--- src/rtl/mprj_cfg_pkg.sv ---
// mprj_cfg_pkg: shared constants for the user-IO configuration controller.
// Register word offsets, transfer FSM states and default parameters.
package mprj_cfg_pkg;

    localparam logic [31:0] DEF_BASE_ADR   = 32'h2600_0000;
    localparam int          DEF_NUM_IO     = 38;
    localparam int          DEF_CFG_W      = 13;
    localparam int          DEF_NUM_CHAINS = 2;
    localparam int          DEF_PWR_W      = 4;
    localparam logic [12:0] DEF_CFG_RST    = 13'h0403;

    // Word offsets (byte offset / 4) inside the 4 KiB window
    localparam logic [9:0] OFS_XFER   = 10'h000;
    localparam logic [9:0] OFS_PWR    = 10'h001;
    localparam logic [9:0] OFS_CLKDIV = 10'h002;
    localparam logic [9:0] OFS_IO     = 10'h008;

    typedef enum logic [2:0] {
        ST_IDLE,
        ST_SHIFT_LO,
        ST_SHIFT_HI,
        ST_LOAD,
        ST_DONE
    } xfer_state_e;

    function automatic logic [31:0] be_merge(
        input logic [31:0] old_v,
        input logic [31:0] new_v,
        input logic [3:0]  sel
    );
        logic [31:0] r;
        r = old_v;
        for (int b = 0; b < 4; b++) begin
            if (sel[b]) r[8*b +: 8] = new_v[8*b +: 8];
        end
        return r;
    endfunction

endpackage

--- src/rtl/mprj_cfg_shifter.sv ---
// mprj_cfg_shifter: serial loader for the per-IO configuration chains.
// Shifts all chains in lockstep, highest IO and MSB first, then pulses load.
module mprj_cfg_shifter
    import mprj_cfg_pkg::*;
#(
    parameter int NUM_IO     = DEF_NUM_IO,
    parameter int CFG_W      = DEF_CFG_W,
    parameter int NUM_CHAINS = DEF_NUM_CHAINS
) (
    input  logic                    clk,
    input  logic                    rst,
    input  logic                    start,
    input  logic [7:0]              div,
    input  logic [NUM_IO*CFG_W-1:0] cfg_flat,
    output logic                    serial_clock,
    output logic                    serial_load,
    output logic [NUM_CHAINS-1:0]   serial_data,
    output logic                    busy
);

    localparam int P      = NUM_IO / NUM_CHAINS;
    localparam int IO_CW  = (P > 1) ? $clog2(P) : 1;
    localparam int BIT_CW = (CFG_W > 1) ? $clog2(CFG_W) : 1;
    localparam logic [IO_CW-1:0]  IO_LAST  = IO_CW'(P - 1);
    localparam logic [BIT_CW-1:0] BIT_LAST = BIT_CW'(CFG_W - 1);

    xfer_state_e         state_q, state_d;
    logic [7:0]          cnt_q, cnt_d;
    logic [7:0]          div_q, div_d;
    logic [IO_CW-1:0]    io_q, io_d;
    logic [BIT_CW-1:0]   bit_q, bit_d;
    logic                tick;
    logic [CFG_W-1:0]    chain_io [NUM_CHAINS][P];

    // View the flat config bus as [chain][io-within-chain]
    always_comb begin
        for (int c = 0; c < NUM_CHAINS; c++) begin
            for (int j = 0; j < P; j++) begin
                chain_io[c][j] = cfg_flat[(c*P + j)*CFG_W +: CFG_W];
            end
        end
    end

    // State, divider and bit/IO counter registers
    always_ff @(posedge clk) begin
        if (rst) begin
            state_q <= ST_IDLE;
            cnt_q   <= '0;
            div_q   <= 8'd1;
            io_q    <= '0;
            bit_q   <= '0;
        end else begin
            state_q <= state_d;
            cnt_q   <= cnt_d;
            div_q   <= div_d;
            io_q    <= io_d;
            bit_q   <= bit_d;
        end
    end

    // Next state: every state lasts div_q cycles; divider latched at start
    always_comb begin
        state_d = state_q;
        cnt_d   = cnt_q;
        div_d   = div_q;
        io_d    = io_q;
        bit_d   = bit_q;
        tick    = (cnt_q == div_q - 8'd1);
        unique case (state_q)
            ST_IDLE: begin
                if (start) begin
                    state_d = ST_SHIFT_LO;
                    cnt_d   = '0;
                    div_d   = (div == 8'd0) ? 8'd1 : div;
                    io_d    = IO_LAST;
                    bit_d   = BIT_LAST;
                end
            end
            ST_SHIFT_LO: begin
                if (tick) begin
                    cnt_d   = '0;
                    state_d = ST_SHIFT_HI;
                end else begin
                    cnt_d = cnt_q + 8'd1;
                end
            end
            ST_SHIFT_HI: begin
                if (tick) begin
                    cnt_d = '0;
                    if (io_q == '0 && bit_q == '0) begin
                        state_d = ST_LOAD;
                    end else begin
                        state_d = ST_SHIFT_LO;
                        if (bit_q == '0) begin
                            bit_d = BIT_LAST;
                            io_d  = io_q - IO_CW'(1);
                        end else begin
                            bit_d = bit_q - BIT_CW'(1);
                        end
                    end
                end else begin
                    cnt_d = cnt_q + 8'd1;
                end
            end
            ST_LOAD: begin
                if (tick) begin
                    cnt_d   = '0;
                    state_d = ST_DONE;
                end else begin
                    cnt_d = cnt_q + 8'd1;
                end
            end
            ST_DONE: begin
                if (tick) begin
                    cnt_d   = '0;
                    state_d = ST_IDLE;
                end else begin
                    cnt_d = cnt_q + 8'd1;
                end
            end
            default: state_d = ST_IDLE;
        endcase
    end

    // Serial outputs decoded from the state; data low outside shifting
    always_comb begin
        serial_clock = (state_q == ST_SHIFT_HI);
        serial_load  = (state_q == ST_LOAD);
        busy         = (state_q != ST_IDLE);
        serial_data  = '0;
        if (state_q == ST_SHIFT_LO || state_q == ST_SHIFT_HI) begin
            for (int c = 0; c < NUM_CHAINS; c++) begin
                serial_data[c] = chain_io[c][io_q][bit_q];
            end
        end
    end

endmodule

--- src/rtl/mprj_io_cfg_ctrl.sv ---
// mprj_io_cfg_ctrl: Wishbone register file for user-IO config and power.
// Optional MPRJ_CFG_CLKDIV_EN adds a programmable serial clock divider.
module mprj_io_cfg_ctrl
    import mprj_cfg_pkg::*;
#(
    parameter logic [31:0]      BASE_ADR   = DEF_BASE_ADR,
    parameter int               NUM_IO     = DEF_NUM_IO,
    parameter int               CFG_W      = DEF_CFG_W,
    parameter int               NUM_CHAINS = DEF_NUM_CHAINS,
    parameter int               PWR_W      = DEF_PWR_W,
    parameter logic [CFG_W-1:0] CFG_RST    = CFG_W'(DEF_CFG_RST)
) (
    input  logic                  wb_clk_i,
    input  logic                  wb_rst_i,
    input  logic                  wbs_cyc_i,
    input  logic                  wbs_stb_i,
    input  logic                  wbs_we_i,
    input  logic [3:0]            wbs_sel_i,
    input  logic [31:0]           wbs_adr_i,
    input  logic [31:0]           wbs_dat_i,
    output logic                  wbs_ack_o,
    output logic [31:0]           wbs_dat_o,
    output logic [PWR_W-1:0]      mprj_pwr_o,
    output logic                  serial_clock_o,
    output logic                  serial_load_o,
    output logic [NUM_CHAINS-1:0] serial_data_o,
    output logic                  xfer_busy_o
);

    localparam logic [9:0] IO_END = OFS_IO + 10'(NUM_IO);

    logic [CFG_W-1:0]        io_cfg [NUM_IO];
    logic [NUM_IO*CFG_W-1:0] cfg_flat;
    logic [PWR_W-1:0]        pwr_q;
    logic [7:0]              div_eff;
    logic                    ack_q, done_q, start_q, busy;
    logic [31:0]             dat_q;
    logic                    wb_req, wb_take, wr_take;
    logic [9:0]              word, io_idx;
    logic                    is_xfer, is_pwr, is_div, is_io;
    logic [CFG_W-1:0]        io_rd;
    logic [31:0]             rdata, pwr_m, io_m, div_m;
    logic                    unused_bits;

`ifdef MPRJ_CFG_CLKDIV_EN
    logic [7:0] clkdiv_q;
    assign div_eff = clkdiv_q;
`else
    assign div_eff = 8'd1;
`endif

    assign word    = wbs_adr_i[11:2];
    assign io_idx  = word - OFS_IO;
    assign is_xfer = (word == OFS_XFER);
    assign is_pwr  = (word == OFS_PWR);
    assign is_div  = (word == OFS_CLKDIV);
    assign is_io   = (word >= OFS_IO) && (word < IO_END);

    // One ack per strobe: done_q blocks re-acking until the request drops
    assign wb_req  = wbs_cyc_i && wbs_stb_i &&
                     (wbs_adr_i[31:12] == BASE_ADR[31:12]);
    assign wb_take = wb_req && !done_q;
    assign wr_take = wb_take && wbs_we_i;

    // Read mux and byte-merged write values for the addressed register
    always_comb begin
        io_rd = '0;
        for (int i = 0; i < NUM_IO; i++) begin
            if (io_idx == 10'(i)) io_rd = io_cfg[i];
        end
        rdata = '0;
        unique case (1'b1)
            is_xfer: rdata = {31'b0, busy};
            is_pwr:  rdata = 32'(pwr_q);
`ifdef MPRJ_CFG_CLKDIV_EN
            is_div:  rdata = 32'(clkdiv_q);
`else
            is_div:  rdata = '0;
`endif
            is_io:   rdata = 32'(io_rd);
            default: rdata = '0;
        endcase
        pwr_m = be_merge(32'(pwr_q), wbs_dat_i, wbs_sel_i);
        io_m  = be_merge(32'(io_rd), wbs_dat_i, wbs_sel_i);
`ifdef MPRJ_CFG_CLKDIV_EN
        div_m = be_merge(32'(clkdiv_q), wbs_dat_i, wbs_sel_i);
`else
        div_m = '0;
`endif
    end

    assign unused_bits = ^{wbs_adr_i[1:0], pwr_m[31:PWR_W],
                           io_m[31:CFG_W], div_m};

    // Bus handshake, read data and transfer start request
    always_ff @(posedge wb_clk_i) begin
        if (wb_rst_i) begin
            ack_q   <= 1'b0;
            done_q  <= 1'b0;
            start_q <= 1'b0;
            dat_q   <= '0;
        end else begin
            ack_q   <= wb_take;
            done_q  <= wb_req;
            dat_q   <= (wb_take && !wbs_we_i) ? rdata : '0;
            start_q <= wr_take && is_xfer && wbs_sel_i[0] &&
                       wbs_dat_i[0] && !busy && !start_q;
        end
    end

    // Power and divider registers accept writes at any time
    always_ff @(posedge wb_clk_i) begin
        if (wb_rst_i) begin
            pwr_q <= '0;
`ifdef MPRJ_CFG_CLKDIV_EN
            clkdiv_q <= 8'd1;
`endif
        end else begin
            if (wr_take && is_pwr) pwr_q <= pwr_m[PWR_W-1:0];
`ifdef MPRJ_CFG_CLKDIV_EN
            if (wr_take && is_div) clkdiv_q <= div_m[7:0];
`endif
        end
    end

    // IO configs are frozen while the chains are being loaded
    always_ff @(posedge wb_clk_i) begin
        if (wb_rst_i) begin
            for (int i = 0; i < NUM_IO; i++) io_cfg[i] <= CFG_RST;
        end else if (wr_take && is_io && !busy && !start_q) begin
            for (int i = 0; i < NUM_IO; i++) begin
                if (io_idx == 10'(i)) io_cfg[i] <= io_m[CFG_W-1:0];
            end
        end
    end

    // Flatten configs for the shifter, IO i at bits [i*CFG_W +: CFG_W]
    always_comb begin
        for (int i = 0; i < NUM_IO; i++) begin
            cfg_flat[i*CFG_W +: CFG_W] = io_cfg[i];
        end
    end

    mprj_cfg_shifter #(
        .NUM_IO     (NUM_IO),
        .CFG_W      (CFG_W),
        .NUM_CHAINS (NUM_CHAINS)
    ) u_shifter (
        .clk          (wb_clk_i),
        .rst          (wb_rst_i),
        .start        (start_q),
        .div          (div_eff),
        .cfg_flat     (cfg_flat),
        .serial_clock (serial_clock_o),
        .serial_load  (serial_load_o),
        .serial_data  (serial_data_o),
        .busy         (busy)
    );

    assign wbs_ack_o   = ack_q;
    assign wbs_dat_o   = dat_q;
    assign mprj_pwr_o  = pwr_q;
    assign xfer_busy_o = busy;

endmodule

--- config.mk ---
export PLATFORM = sky130hd
export DESIGN_NAME = mprj_io_cfg_ctrl
export DESIGN_NICKNAME = d
export VERILOG_FILES = /design/src/rtl/mprj_cfg_pkg.sv /design/src/rtl/mprj_cfg_shifter.sv /design/src/rtl/mprj_io_cfg_ctrl.sv
export SDC_FILE = /design/constraint.sdc
export NUM_CORES = 1
export LEC_CHECK = 0
export CAP_MARGIN = 20
export CELL_PAD_IN_SITES_DETAIL_PLACEMENT = 2
export CELL_PAD_IN_SITES_GLOBAL_PLACEMENT = 2
export CORE_MARGIN = 2
export CORE_UTILIZATION = 45
export DETAILED_ROUTE_END_ITERATION = 8
export HOLD_SLACK_MARGIN = 0.08
export PLACE_DENSITY_LB_ADDON = 0.08
export SLEW_MARGIN = 15
export SYNTH_ARGS = -nofsm -noshare
export SYNTH_HDL_FRONTEND = slang
export SYNTH_HIERARCHICAL = 1
export SYNTH_SLANG_ARGS = --single-unit
--- constraint.sdc ---
create_clock -name wb_clk_i -period 11.7 [get_ports wb_clk_i]
set_input_delay 3.51 -clock wb_clk_i [delete_from_list [all_inputs] [get_ports wb_clk_i]]
set_output_delay 3.51 -clock wb_clk_i [all_outputs]
set_load 0.01 [all_outputs]
Word-level counts from Yosys, hierarchy flattened
Memories as Yosys holds them, arrays and structs flattened.
Cells that the tools add are included.
{"block": "totals", "regBits": 59, "out_inout_bits": 42, "wordCells": 409, "mem_bits_rw": 494, "memories": 1, "inputBits": 73}
{"name": "io_cfg", "words": 38, "word_bits": 13, "read_ports": 38, "rd_clocked_by_memory_dff": 0, "wr": 38, "line_no": "mprj_io_cfg_ctrl.sv:32", "rtl": "logic [CFG_W-1:0] io_cfg [NUM_IO];"}
{"block": "op_classes", "n_reduce_logical": 37, "addsub": 4, "eq_ne": 50, "muxes": 264, "n_lt_le_gt_ge": 4, "bitwise": 40}
{"op": "$mux W13", "n": 80}
{"op": "$eq A10 B5 Y1 const B", "n": 16}
{"op": "$mux W1", "n": 156}
{"op": "$bmux W13 S5", "n": 2}
{"op": "$eq A10 B4 Y1 const B", "n": 8}
{"op": "$eq A10 B6 Y1 const B", "n": 6}
{"op": "$eq A10 B3 Y1 const B", "n": 4}
{"op": "$pmux W13 S3", "n": 1}
{"op": "$or A1 B1 Y1", "n": 38}
{"op": "$mux W5", "n": 5}
{"op": "$mux W8", "n": 3}
{"op": "$eq A10 B1 Y1 const B", "n": 2}
{"op": "$eq A10 B2 Y1 const B", "n": 2}
{"op": "$eq A20 B18 Y1 const B", "n": 1}
{"op": "$logic_not A10 Y1", "n": 2}
{"op": "$logic_and A1 B1 Y1", "n": 16}
{"op": "$mux W4", "n": 4}
{"op": "$pmux W8 S2", "n": 1}
{"op": "$mux W3", "n": 5}
{"op": "$pmux W3 S5", "n": 1}
{"op": "$ge A10 B4 Y1 const B", "n": 1}
{"op": "$lt A10 B6 Y1 const B", "n": 1}
{"op": "$ne A2 B1 Y1 const B", "n": 5}
{"op": "$pmux W5 S2", "n": 1}
{"op": "other kinds (28)", "n": 38}

Logic depth before layout (Yosys ltp)
{"block": "depth", "ltp_word": 42, "mapped_depth": 20, "ltp_nobuf": 11}

By module
The synthesis kept the hierarchy.
{"module": "mprj_io_cfg_ctrl", "seq_area_each_um2": 15234.6, "cells_each": 2226, "n_inst": 1, "area_each_um2": 25056.5}
{"module": "mprj_cfg_shifter", "seq_area_each_um2": 560.5, "cells_each": 665, "n_inst": 1, "area_each_um2": 5833.1}

Worst setup path before layout
No wires, ideal clock.
{"block": "synth_timing", "kind": "input -> register", "from": "input port wbs_adr_i[5]", "to": "memory io_cfg[4][65] in the netlist's numbering (enable)", "n_path_buf": 6, "setup_ps": 401, "t_required_ps": 11299, "arrival_time_ps": 6963, "setup_slack_ps": 4336, "path_stages": 13, "cell_sequence": "buf_2 clkbuf_1 inv_1 clkbuf_1 ha_1 buf_2 nand2_1 or4_1 clkbuf_1 a211oi_2 nand2_1 buf_2 o21ai_0"}
{"item": "from (decl)", "line_no": "mprj_io_cfg_ctrl.sv:19", "rtl": "input logic [31:0] wbs_adr_i,"}
{"item": "to (decl)", "line_no": "mprj_io_cfg_ctrl.sv:32"}

Worst setup path in the final report
{"block": "layout_timing", "from": "register u_shifter.io_q[0]", "to": "output port serial_data_o[0]"}
{"block": "layout_between", "elab_chain_cells": 7}
{"item": "from (decl)", "line_no": "mprj_cfg_shifter.sv:30", "rtl": "logic [IO_CW-1:0] io_q, io_d;"}
{"item": "from (signal assigned)", "line_no": "mprj_cfg_shifter.sv:56", "rtl": "io_q <= io_d;"}
{"item": "$not A5 Y6 (implied by the code)", "line_no": "mprj_cfg_shifter.sv:133", "rtl": "serial_data[c] = chain_io[c][io_q][bit_q];"}
{"item": "$bmux W13 S5", "line_no": "mprj_cfg_shifter.sv:133"}
{"item": "$mux W13 (implied by the code) (2 in series)", "line_no": "mprj_cfg_shifter.sv:133"}
{"item": "$bmux W1 S4", "line_no": "mprj_cfg_shifter.sv:133"}
{"item": "$mux W1 (implied by the code)", "line_no": "mprj_cfg_shifter.sv:133"}
{"item": "$mux W2", "line_no": "mprj_cfg_shifter.sv:131", "rtl": "if (state_q == ST_SHIFT_LO || state_q == ST_SHIFT_HI) begin"}
{"item": "to (decl)", "line_no": "mprj_io_cfg_ctrl.sv:26", "rtl": "output logic [NUM_CHAINS-1:0] serial_data_o,"}
Every way passes these cells. The select of a mux whose other input is x is not followed.

==> flow_summary.json <==
{
  "status": "finished, final reports clean",
  "htree_num_levels": 2,
  "overflow": 0,
  "skew_ns": 0.0269,
  "whs_ns": 0.481,
  "clkTransAtPathRegs_ns": 0.07,
  "synth_area_per_cell_um2": 10.7,
  "wl_per_cell_um": 41.4,
  "final-max-slew-violation-count": 0,
  "io_buffers": 72,
  "cts_tree": "done",
  "synth_async_sr_flop_share": 0,
  "drcViolationCount": 0,
  "vdd_drop_max_v": 0.000129,
  "utilization": 0.508,
  "syn_inst": 2891,
  "yosysUniqueCellTypes": 105,
  "cts_resized": 0,
  "postCtsSetupBuffers": 0,
  "hold_buffers": 0,
  "dpl.hpwl_mm": 108,
  "power.total_mw": 4.91,
  "core_um2": 68200,
  "cts_made_buffers": 61,
  "cp.required_ns": 8.19,
  "cts_buffer_depth": 3,
  "clk_latency_ns": 0.66,
  "synth_seq_cells": 542,
  "grt_pass1_wl_mm": 220,
  "antenna_found_initial": 5,
  "initial_core_util": 0.453,
  "drive_above_1_share": 0.144,
  "ant_nets": 0,
  "rsz0062_at_grt": "no",
  "setup_slack_ns": 2.59,
  "syn_area_um2": 30900,
  "arrival_ns": 5.60,
  "yosys-top-cells-area": "edfxtp_1 48%, mux4_2 7.2%, nor2_1 4.6%",
  "final_common_cell": "edfxtp_1",
  "grt_max_degree": 66,
  "root_buffer": "clkbuf_16",
  "nets": 2959,
  "die_y_um": 266,
  "seq_area_frac_synth": 0.511,
  "initialDrtViolationCount": 4537,
  "synth_edf_count": 494,
  "vias": 28300,
  "path_max_fanout": 43,
  "hp-class": "flip-flop to flip-flop",
  "mostFrequentLayoutCells": "494 x edfxtp_1, 377 x nor2_1, 321 x nand2_1, 180 x nor3_1, 133 x mux2i_1",
  "crit_type": "flip-flop to primary output",
  "power.density_nw_per_um2": 142,
  "synth_top_area_share": 0.480,
  "worst_setup_path_end_kind": "primary output",
  "synth_ff_type": "edfxtp_1",
  "die_w_um": 266,
  "grt_pass1_vias": 28700,
  "setup-violations-final": 0,
  "clock_sinks": 542,
  "drt-total-wl_mm": 158,
  "maxCapViolCount": 0,
  "min_period_over_period": 0.778,
  "pre_cts_ws_ns": 2.43,
  "via_per_inst": 7.42,
  "period_needed_ns": 9.11,
  "start_kind": "flip-flop",
  "grt_use_total": 0.440,
  "die_area_um2": 70800,
  "syn_to_final_growth_pct": 12.1,
  "ios": 115,
  "yosysWarnings": 6,
  "leakage_nw": 11.2,
  "tns_ns": 0,
  "rows": 96,
  "synth_area_leader_cell": "edfxtp_1",
  "firstDrtPassIters": 5,
  "gp_congestion": 0.982,
  "worst_pin_slew_ns": 1.28,
  "max_slew_margin": 0.146,
  "fmax_mhz": 110,
  "hold_viol": 0
}
==> worst paths after layout <==
kind                                      from                         endpoint  slack [ns]  cells past startpoint
max             u_shifter/io_q[0]$_SDFFE_PP0P_                 serial_data_o[0]        2.59                      8
min            u_shifter/div_q[7]$_SDFFE_PP0P_  u_shifter/div_q[7]$_SDFFE_PP0P_        0.48                      2
max reg2reg  u_shifter/state_q[2]$_SDFFE_PP0P_      io_cfg[1][13]$_SDFFCE_PN1P_        7.13                      8
min reg2reg    u_shifter/div_q[7]$_SDFFE_PP0P_  u_shifter/div_q[7]$_SDFFE_PP0P_        0.48                      2
==> cell families (layout without fill, tap and decap cells) <==
group | count (synthesis) | after routing | share of synthesized area
compound gates | 597 | 597 | 0.135
xor+xnor | 16 | 16 | 0.00454
fa+ha+maj | 8 | 8 | 0.00324
buf+inv | 341 | 343 | 0.0514
flops | 542 | 542 | 0.511
mux | 267 | 267 | 0.128
other cells | 2 | 36 | 0.000243
simple gates | 1118 | 1118 | 0.166
==> Yosys cell counts, types with 52 or more instances <==
cell type	n
a21oi_1	114
buf_2	93
clkbuf_1	141
edfxtp_1	494
mux2i_1	133
mux4_2	99
nand2_1	321
nand3_1	63
nor2_1	380
nor3_1	181
o21ai_0	109
o22ai_1	52
==> layout make-up <==
class                           instances  area [um^2]
Clock buffer                           78         1680
Sequential cell                       542        15800
Antenna cell                            2         5.00
Clock inverter                         32          429
Inverter                               39          146
Timing Repair Buffer                  194         1670
Fill cell                            6742        33600
Tap cell                              882         1100
Multi-Input combinational cell       2040        13800
==> report_power, final <==
group / total [mW] / switching [mW] / internal [mW] / leakage, nW
Combinational: 0.584 / 0.425 / 0.159 / 5.02
Clock: 2.11 / 0.866 / 1.25 / 1.03
Sequential: 2.21 / 0.0475 / 2.16 / 5.13
Total: 4.91 / 1.34 / 3.57 / 11.2
==> routing by layer <==
metal	track usage	share of wire	vias to the layer above
met5	0	0.000063	-
met4	0.245	0.068	2
met3	0.106	0.13	575
met2	0.652	0.43	2242
met1	0.594	0.37	14600
li1	-	-	10900
==> registers in the layout (all words and copies together), names as in the netlist <==
signal and flops:
u_shifter/bit_q 4, start_q 1, wbs_ack_o 1, done_q 1, u_shifter/io_q 5, mprj_pwr_o 4, u_shifter/div_q 8, wbs_dat_o 13
io_cfg 494, u_shifter/state_q 3, u_shifter/cnt_q 8
==> stage by stage <==
step,instances,area (um^2)
5_1_grt,3807,34600
4_1_cts,3806,34600
2_1_floorplan,2923,31000
3_5_place_dp,3696,32500
3_3_place_gp,3694,32500
6_report,3809,34600
==> worst max-delay path, cell delays in order, from the launching register on <==
cell and delay (ns):
dfxtp_4 0.76, buf_4 0.73, buf_4 0.79, mux4_2 0.64, mux2i_1 0.48, o221ai_1 0.27, a32oi_1 0.39, o22ai_1 0.23
clkdlybuf4s50_1 0.54
(Power assumes the default switching activity.)
